## src/rtl/cp0_pkg.sv

```systemverilog
// Shared CP0 definitions: register numbers, field positions, ExcCodes and
// the sequencer state encoding.
package cp0_pkg;

    localparam logic [4:0] REG_SR    = 5'd12;
    localparam logic [4:0] REG_CAUSE = 5'd13;
    localparam logic [4:0] REG_EPC   = 5'd14;
    localparam logic [4:0] REG_PRID  = 5'd15;

    localparam int SR_IM_LO     = 10;
    localparam int SR_IM_HI     = 15;
    localparam int SR_EXL_BIT   = 1;
    localparam int SR_IE_BIT    = 0;
    localparam int CAUSE_BD_BIT = 31;
    localparam int CAUSE_IP_LO  = 10;
    localparam int CAUSE_IP_HI  = 15;
    localparam int CAUSE_EXC_LO = 2;
    localparam int CAUSE_EXC_HI = 6;

    localparam logic [4:0] EXC_INT  = 5'd0;
    localparam logic [4:0] EXC_ADEL = 5'd4;
    localparam logic [4:0] EXC_ADES = 5'd5;
    localparam logic [4:0] EXC_RI   = 5'd10;
    localparam logic [4:0] EXC_OV   = 5'd12;

    typedef enum logic [1:0] {
        ST_IDLE,
        ST_ENTER,
        ST_HANDLER,
        ST_RETURN
    } cp0_state_t;

endpackage

```

## src/rtl/cp0_exc_ctrl_epc_align.sv

```systemverilog
// Word-aligns the faulting PC and backs it up one instruction when the
// instruction sits in a branch delay slot (wraps modulo 2^32).
module epc_align (
    input  logic [31:0] pc,
    input  logic        bd,
    output logic [31:0] epc
);

    logic [31:0] aligned;

    assign aligned = pc & 32'hFFFF_FFFC;
    assign epc     = bd ? (aligned - 32'd4) : aligned;

endmodule

```

## src/rtl/cp0_exc_ctrl.sv

```systemverilog
// CP0 exception/interrupt sequencer at the M stage: owns SR/Cause/EPC/PRId and
// drives the one-cycle flush/redirect into the handler and back out on eret.
module cp0_exc_ctrl
    import cp0_pkg::*;
#(
    parameter logic [31:0] HANDLER_PC = 32'h0000_4180,
    parameter logic [31:0] PRID_VAL   = 32'h4543_0001
) (
    input  logic        clk,
    input  logic        reset_n,
    input  logic        m_valid,
    input  logic [31:0] pc_m,
    input  logic        bd_m,
    input  logic        exc_req_m,
    input  logic [4:0]  exccode_m,
    input  logic        eret_m,
    input  logic [5:0]  hw_int,
    input  logic        cp0_we,
    input  logic [4:0]  cp0_addr,
    input  logic [31:0] cp0_wdata,
    output logic [31:0] cp0_rdata,
    output logic        flush,
    output logic        redirect_valid,
    output logic [31:0] redirect_pc,
    output logic        exl
);

    cp0_state_t  state;
    logic [5:0]  sr_im;
    logic        sr_exl;
    logic        sr_ie;
    logic        cause_bd;
    logic [5:0]  cause_ip;
    logic [4:0]  cause_exc;
    logic [31:0] epc;
    logic [31:0] epc_new;
    logic        exc_fire;
    logic        int_fire;
    logic        eret_fire;

    epc_align u_epc_align (
        .pc  (pc_m),
        .bd  (bd_m),
        .epc (epc_new)
    );

    assign exc_fire  = m_valid & exc_req_m;
    assign eret_fire = m_valid & eret_m;
    assign int_fire  = sr_ie & ~sr_exl & (|(cause_ip & sr_im)) & m_valid;
    assign exl       = sr_exl;

    // Nested exceptions (from HANDLER) keep the original EPC/BD so eret
    // still returns to the first faulting instruction.
    always_ff @(posedge clk or negedge reset_n) begin
        if (!reset_n) begin
            state          <= ST_IDLE;
            sr_im          <= '0;
            sr_exl         <= 1'b0;
            sr_ie          <= 1'b0;
            cause_bd       <= 1'b0;
            cause_ip       <= '0;
            cause_exc      <= '0;
            epc            <= '0;
            flush          <= 1'b0;
            redirect_valid <= 1'b0;
            redirect_pc    <= '0;
        end else begin
            cause_ip       <= hw_int;
            flush          <= 1'b0;
            redirect_valid <= 1'b0;
            redirect_pc    <= '0;
            unique case (state)
                ST_IDLE, ST_HANDLER: begin
                    if (exc_fire) begin
                        if (state == ST_IDLE) begin
                            epc      <= epc_new;
                            cause_bd <= bd_m;
                            sr_exl   <= 1'b1;
                        end
                        cause_exc      <= exccode_m;
                        state          <= ST_ENTER;
                        flush          <= 1'b1;
                        redirect_valid <= 1'b1;
                        redirect_pc    <= HANDLER_PC;
                    end else if (int_fire && state == ST_IDLE) begin
                        epc            <= epc_new;
                        cause_bd       <= bd_m;
                        sr_exl         <= 1'b1;
                        cause_exc      <= EXC_INT;
                        state          <= ST_ENTER;
                        flush          <= 1'b1;
                        redirect_valid <= 1'b1;
                        redirect_pc    <= HANDLER_PC;
                    end else if (eret_fire) begin
                        state          <= ST_RETURN;
                        flush          <= 1'b1;
                        redirect_valid <= 1'b1;
                        redirect_pc    <= epc;
                    end else if (cp0_we) begin
                        if (cp0_addr == REG_SR) begin
                            sr_im  <= cp0_wdata[SR_IM_HI:SR_IM_LO];
                            sr_exl <= cp0_wdata[SR_EXL_BIT];
                            sr_ie  <= cp0_wdata[SR_IE_BIT];
                        end else if (cp0_addr == REG_EPC) begin
                            epc <= cp0_wdata;
                        end
                    end
                end
                ST_ENTER: begin
                    state <= ST_HANDLER;
                end
                ST_RETURN: begin
                    sr_exl <= 1'b0;
                    state  <= ST_IDLE;
                end
                default: begin
                    state <= ST_IDLE;
                end
            endcase
        end
    end

    always_comb begin
        cp0_rdata = '0;
        case (cp0_addr)
            REG_SR: begin
                cp0_rdata[SR_IM_HI:SR_IM_LO] = sr_im;
                cp0_rdata[SR_EXL_BIT]        = sr_exl;
                cp0_rdata[SR_IE_BIT]         = sr_ie;
            end
            REG_CAUSE: begin
                cp0_rdata[CAUSE_BD_BIT]                = cause_bd;
                cp0_rdata[CAUSE_IP_HI:CAUSE_IP_LO]     = cause_ip;
                cp0_rdata[CAUSE_EXC_HI:CAUSE_EXC_LO]   = cause_exc;
            end
            REG_EPC:  cp0_rdata = epc;
            REG_PRID: cp0_rdata = PRID_VAL;
            default:  cp0_rdata = '0;
        endcase
    end

endmodule
```

## config.mk

```make
export PLATFORM = sky130hd
export DESIGN_NAME = cp0_exc_ctrl
export DESIGN_NICKNAME = d
export VERILOG_FILES = /design/src/rtl/cp0_pkg.sv /design/src/rtl/cp0_exc_ctrl_epc_align.sv /design/src/rtl/cp0_exc_ctrl.sv
export SDC_FILE = /design/constraint.sdc
export NUM_CORES = 1
export LEC_CHECK = 0
export CELL_PAD_IN_SITES_DETAIL_PLACEMENT = 0
export CELL_PAD_IN_SITES_GLOBAL_PLACEMENT = 1
export CORE_MARGIN = 2
export CORE_UTILIZATION = 53
export CTS_BUF_LIST = sky130_fd_sc_hd__clkbuf_8
export DETAILED_ROUTE_END_ITERATION = 10
export DONT_BUFFER_PORTS = 1
export PLACE_DENSITY = 0.84
export SLEW_MARGIN = 20
export SYNTH_ARGS = -nofsm -noshare
export SYNTH_HDL_FRONTEND = slang
export SYNTH_SLANG_ARGS = --single-unit
```

## constraint.sdc

```tcl
create_clock -name clk -period 4.35 [get_ports clk]
set_clock_uncertainty 0.1 [all_clocks]
set_input_delay 0.2175 -clock clk [delete_from_list [all_inputs] [get_ports clk]]
set_output_delay 0.2175 -clock clk [all_outputs]
set_load 0.01 [all_outputs]
```

==> impl_metrics.yaml, run 1 <==
run_status:
  status: "finished, final reports clean"
synthesis:
  yosysTopAreaCell: "dfrtp_1"
  synth-async-reset-ratio: 1.00
  synth_area_leaders: "dfrtp_1, and2_1, nand3_1"
  yosysTopAreaCellShare: 0.482
  synth-main-ff-cell: "dfrtp_1"
  synth_area_um2: 4520
  synth_most_common_cell: "dfrtp_1"
  synth.ff_latch_count: 87
  synthTopCellsByCount: "dfrtp_1, nand3_1, and2_1, clkbuf_1, nand2_1"
  synth_edf_count: 0
  synth.distinct_cells: 54
  netlist_instances: 454
  syn_area_per_cell_um2: 9.95
  ys_seq_area_frac: 0.482
  yosys_warnings: 0
  syn_nets: 542
cells_and_area:
  drive_gt1_frac: 0.0838
  diodes: 0
  finalNonFillerCells: 594
  area_growth_pct: 17.7
  final_nets: 573
power:
  p_switching_w: 0.000566
  power.share.clock: 0.314
  p_int_w: 0.00147
  combPwrFrac: 0.163
  vdd_drop_max_mv: 0.183
  switching_share: 0.278
  p_seq_frac: 0.522
  p_total_w: 0.00204
  power_density_nw_per_um2: 383
  leakage_nw: 2.32
grt:
  grt_pass1_vias: 3599
  grt_use_total: 0.276
  grt-ovfl-total: 0
  grt_pass1_wl_um: 19300
  antenna_found_initial: 0
  grt_start_max_net_pins: 88
clock_tree:
  post_cts_resized: 0
  cts_max_path_buffers: 2
  cts_setup_buffers: 0
  clk_pin_slew_ns: 0.09
  cts_hold_buf: 46
  cts_buffers: 9
  tritoncts: "yes"
  cts-root-buf: "clkbuf_8"
  cts_sinks: 87
  insertion_delay_ns: 0.35
  htree_levels: 3
route:
  dr.pass1.iters: 4
  vias: 3776
  via_per_inst: 6.36
  final_antenna_net_count: 0
  drt_wl_total_um: 12700
  avgRoutedWirePerCell_um: 21.4
  drt-initial-drc-count: 277
  route.detailed.drc: 0
sta:
  max_slew.worst_pin.slew_ns: 1.01
  holdWs_ns: 0.00398
  report.final.hold_viol_count: 0
  timing.final.crit_share: 0.711
  setup_violations: 0
  tns_ns: 0
  max_freq_mhz: 323
  relSlewSlack: 0.319
  drv_slew: 0
  rsz0062_at_grt: "false"
  finalCriticalPeriod_ns: 3.09
floorplanning:
  die-area_um2: 9280
  die_w_um: 96.3
  ios: 154
  core.rowCount: 33
  die_h_um: 96.3
  initial_core_util: 0.547
  core_area_um2: 8260
placed_design:
  dp.cells: 531
  io_buffers: 0
  dpl.hpwl_um: 9020
  gp_congestion: 0.876
flow_run:
  maxCapViolations: 0
critical_path:
  cp.arrival_ns: 3.23
  critPathKind: "flip-flop to flip-flop"
  cp_max_fo: 32
  crit_path_start_kind: "flip-flop"
  crit_required_ns: 4.49
  cp-end-kind: "flip-flop"
hold_path:
  hold_path_class: "primary input to flip-flop"
[per-stage QoR]
| stage | setup slack (ns) | utilization | cell area (um2) |
|---|---|---|---|
| floorplan | 2.29 | - | 4520 |
| global placement | 1.73 | 0.555 | 4580 |
| detailed placement | 1.69 | 0.555 | 4580 |
| CTS | 1.18 | 0.640 | 5290 |
| global route | 1.05 | 0.644 | 5320 |
| finish | 1.26 | 0.644 | 5320 |
[worst max-delay path: stages, from the launching register on]
cell and delay (ns):
dfrtp_1 0.52, nor4_1 0.75, nand2_2 0.63, nand3_1 0.27, o211ai_1 0.12, dlygate4sd3_1 0.59
[flip-flops by register name, summed over array words and instances (netlist names), 2 cells and up]
register	cells
cause_exc	5
cause_ip	6
epc	32
redirect_pc	32
sr_im	6
state	2
[power groups by stage]
| stage | clock, W | combinational (W) | sequential, W |
|---|---|---|---|
| 6_report | 0.000640 | 0.000333 | 0.00106 |
| 3_3_place_gp | 0 | 0.000255 | 0.00107 |
| 4_1_cts | 0.000648 | 0.000326 | 0.00106 |
| 3_5_place_dp | 0 | 0.000264 | 0.00108 |
| 5_1_grt | 0.000690 | 0.000368 | 0.00108 |
| 2_1_floorplan | 0 | 0.000222 | 0.00102 |
[final timing paths]
| check | start | endpoint | slack (ns) | depth (start not counted) |
|---|---|---|---|---|
| setup / recovery | state[0] | epc[22] | 1.26 | 5 |
| hold / removal | cp0_wdata[8] | epc[8] | 0.004 | 2 |
| setup reg to reg | state[0] | epc[22] | 1.26 | 5 |
| hold reg to reg | cause_exc[1] | cause_exc[1] | 0.41 | 1 |
| max in group asynchronous | reset_n | epc[0] | 3.45 | 2 |
| min in group asynchronous | reset_n | redirect_pc[20] | 0.37 | 2 |
[cells by family (layout without fill, tap and decap cells)]
family | after synthesis | in the layout | synth area share
AOI/OAI and AO/OA | 91 | 91 | 0.136
xor gates and xnor gates | 24 | 24 | 0.0465
adders and majority gates | 1 | 1 | 0.00277
buffers and inverters | 39 | 74 | 0.0346
DFF | 87 | 87 | 0.482
muxes | 25 | 25 | 0.0576
and+or+nand+nor | 187 | 187 | 0.241
[metal layers]
metal  GRT usage  vias to the layer above  routed length, um
met2       0.416                      208               5780
met3      0.0814                        7               1350
met1       0.396                     1829               5490
li1            -                     1732                  -
met4      0.0587                        0                121
met5           0                        -                  0
[cells in the final DEF (no fill, tap or decap), types with 8 or more instances in the layout]
master / netlist / layout
nor3_1: 14 / 14
a21oi_1: 17 / 16
dfrtp_1: 87 / 87
a22o_1: 11 / 11
mux2_2: 8 / 8
dlygate4sd3_1: 0 / 47
clkbuf_8: 0 / 9
nand3_1: 35 / 35
nor2_1: 13 / 12
o211ai_1: 9 / 9
mux2i_1: 17 / 17
nand2_1: 26 / 25
xor2_1: 12 / 12
nor4_1: 8 / 8
and2_1: 32 / 32
and3_1: 14 / 14
xnor2_1: 12 / 12
o21ai_0: 24 / 23
nand4_1: 14 / 14
[area by class of cell]
class | instances | area [um2]
clock buffers | 9 | 124
well taps | 105 | 131
fillers | 656 | 2940
flip-flops and latches | 87 | 2180
multi-input cells | 328 | 2220
repair buffers | 54 | 543
inverters | 5 | 18.8
clock inverters | 6 | 103
No activity file was read; power rests on OpenSTA's default activity.
==> run 2: changes to the inputs <==
Settings changed: CORE_UTILIZATION 53 to 44, PLACE_DENSITY 0.84 to 0.74.
Clock period 4.35 ns to 2.7 ns, I/O delays scaled along.
==> run 2 against run 1 <==
  * Critical path depth rose by 2
  * Via count increased by 4.6%
  * Power is 55% higher
  * Design area rose by 6.0%
  * Fmax increased by 21%
  * Highest routed layer unchanged
  * Register-to-register slack got worse by 1.1 ns
  * Clock-buffer cell count is 2 higher
  * Global-route usage shrank 2.4 points
  * Hold slack gained 0.013 ns
  * Sequential power rose by 60%
==> impl_metrics.yaml, run 2 (same netlist as run 1, synthesis figures left out) <==
cells_and_area:
  final_nets: 604
  biggestRegsByFlops: "epc: 32 flops, redirect_pc: 32 flops"
  final_common_cell: "dfrtp_1"
  diodes: 0
  postLayoutCellArea_um2: 5630
  layout_common_cells: "dfrtp_1, dlygate4sd3_1, nand3_1"
  drive_gt1_frac: 0.104
  area_growth_pct: 24.7
clock_tree:
  htree_levels: 3
  cts_sinks: 87
  cts-root-buf: "clkbuf_8"
  tritoncts: "yes"
  insertion_delay_ns: 0.36
  cts_max_path_buffers: 2
  cts_buffers: 9
  clk_pin_slew_ns: 0.08
route:
  avgRoutedWirePerCell_um: 21.5
  dr.pass1.iters: 5
  final_antenna_net_count: 0
  drt-initial-drc-count: 317
  via_per_inst: 6.04
  vias: 3950
  drt_wl_total_um: 14100
  route.detailed.drc: 0
hold_path:
  hold_path_class: "primary input to flip-flop"
placed_design:
  placed_area_um2: 4690
  gp_congestion: 0.832
  io_buffers: 0
  dpl.hpwl_um: 9490
  dp_slack_ns: 0.365
floorplanning:
  die_h_um: 105
  die_w_um: 105
  ios: 154
  core.rowCount: 36
  die-area_um2: 11100
  core_area_um2: 9860
  initial_core_util: 0.458
critical_path:
  crit_path_start_kind: "flip-flop"
  cp_max_fo: 16
  cp_top_family: "buffers and inverters"
  cp-end-kind: "flip-flop"
  crit_required_ns: 2.84
  critPathKind: "flip-flop to flip-flop"
  cp.arrival_ns: 2.70
  cp_cell_sequence: "o41a_1, nor2_2, buf_6, buf_8, mux2i_1, dlygate4sd3_1, o21ai_0"
  cp_slowest_cell: "dlygate4sd3_1"
  path_buf_inv: 3
  cpPeakStageDelay_ns: 0.55
sta:
  max_freq_mhz: 391
  holdWs_ns: 0.0168
  drv_slew: 0
  timing.final.crit_share: 0.947
  relSlewSlack: 0.429
  worst_slack_ns: 0.142
  max_slew.worst_pin.slew_ns: 0.856
  report.final.hold_viol_count: 0
  setup_violations: 0
  finalCriticalPeriod_ns: 2.56
grt:
  grt-ovfl-total: 0
  grt_pass1_wl_um: 21900
  grt_use_total: 0.253
  grt_start_max_net_pins: 88
  antenna_found_initial: 0
  grt_pass1_vias: 3968
flow_run:
  maxCapViolations: 0
power:
  leakage_nw: 2.45
  vdd_drop_max_mv: 0.241
  power_density_nw_per_um2: 561
run_status:
  status: "finished, final reports clean"
run 2: metrics by stage:
| stage | setup TNS, ns | utilization | total power [W] | instances |
|---|---|---|---|---|
| floorplan | 0 | - | 0.00200 | 454 |
| global placement | 0 | 0.476 | 0.00214 | 567 |
| detailed placement | 0 | 0.476 | 0.00216 | 567 |
| CTS | 0 | 0.567 | 0.00315 | 654 |
| global route | -0.00631 | 0.571 | 0.00331 | 654 |
| finish | 0 | 0.571 | 0.00316 | 654 |
run 2: path summary, 6_finish.rpt:
check / startpoint / end / slack, ns / cells past startpoint
max reg2reg: state[0] / epc[9] / 0.14 / 7
min: pc_m[27] / epc[28] / 0.02 / 3
min in group asynchronous: reset_n / redirect_pc[10] / 0.24 / 2
max: state[0] / epc[9] / 0.14 / 7
max in group asynchronous: reset_n / exl / 1.90 / 2
min reg2reg: epc[21] / redirect_pc[21] / 0.41 / 1
run 2: worst register-to-register path, delay by kind of cell, from the launching register on:
| kind | cells | cell delay (ns) |
|---|---|---|
| mux | 1 | 0.20 |
| flops | 1 | 0.50 |
| compound gates | 2 | 0.51 |
| buf+inv | 3 | 0.94 |
| simple gates | 1 | 0.19 |
run 2: per-layer routing:
layer | GRT usage | up-vias | wire length [um]
met4 | 0.0810 | 0 | 194
li1 | - | 1795 | -
met1 | 0.358 | 1935 | 6280
met3 | 0.0563 | 14 | 1300
met5 | 0 | - | 0
met2 | 0.383 | 206 | 6310
run 2: area by class of cell:
class / instances / area (um2)
clock inverter: 5 / 25.0
multi-input combinational: 328 / 2230
clock buffer: 11 / 151
timing repair buffer: 85 / 857
fill: 840 / 4230
sequential: 87 / 2180
tap: 133 / 166
inverter: 5 / 18.8
run 2: power breakdown:
part           internal (W)  switching, W
logic              0.000324      0.000304
registers           0.00151      0.000191
clock network      0.000375      0.000457
total               0.00221      0.000952
run 2: timing repair:
| action | 4_1_cts | 5_1_grt |
|---|---|---|
| gates resized for setup | 0 | 8 |
| hold endpoints to repair | 141 | 0 |
| endpoints found under the setup margin | 0 | 13 |
| hold buffers | 71 | 0 |
| setup buffers | 0 | 0 |
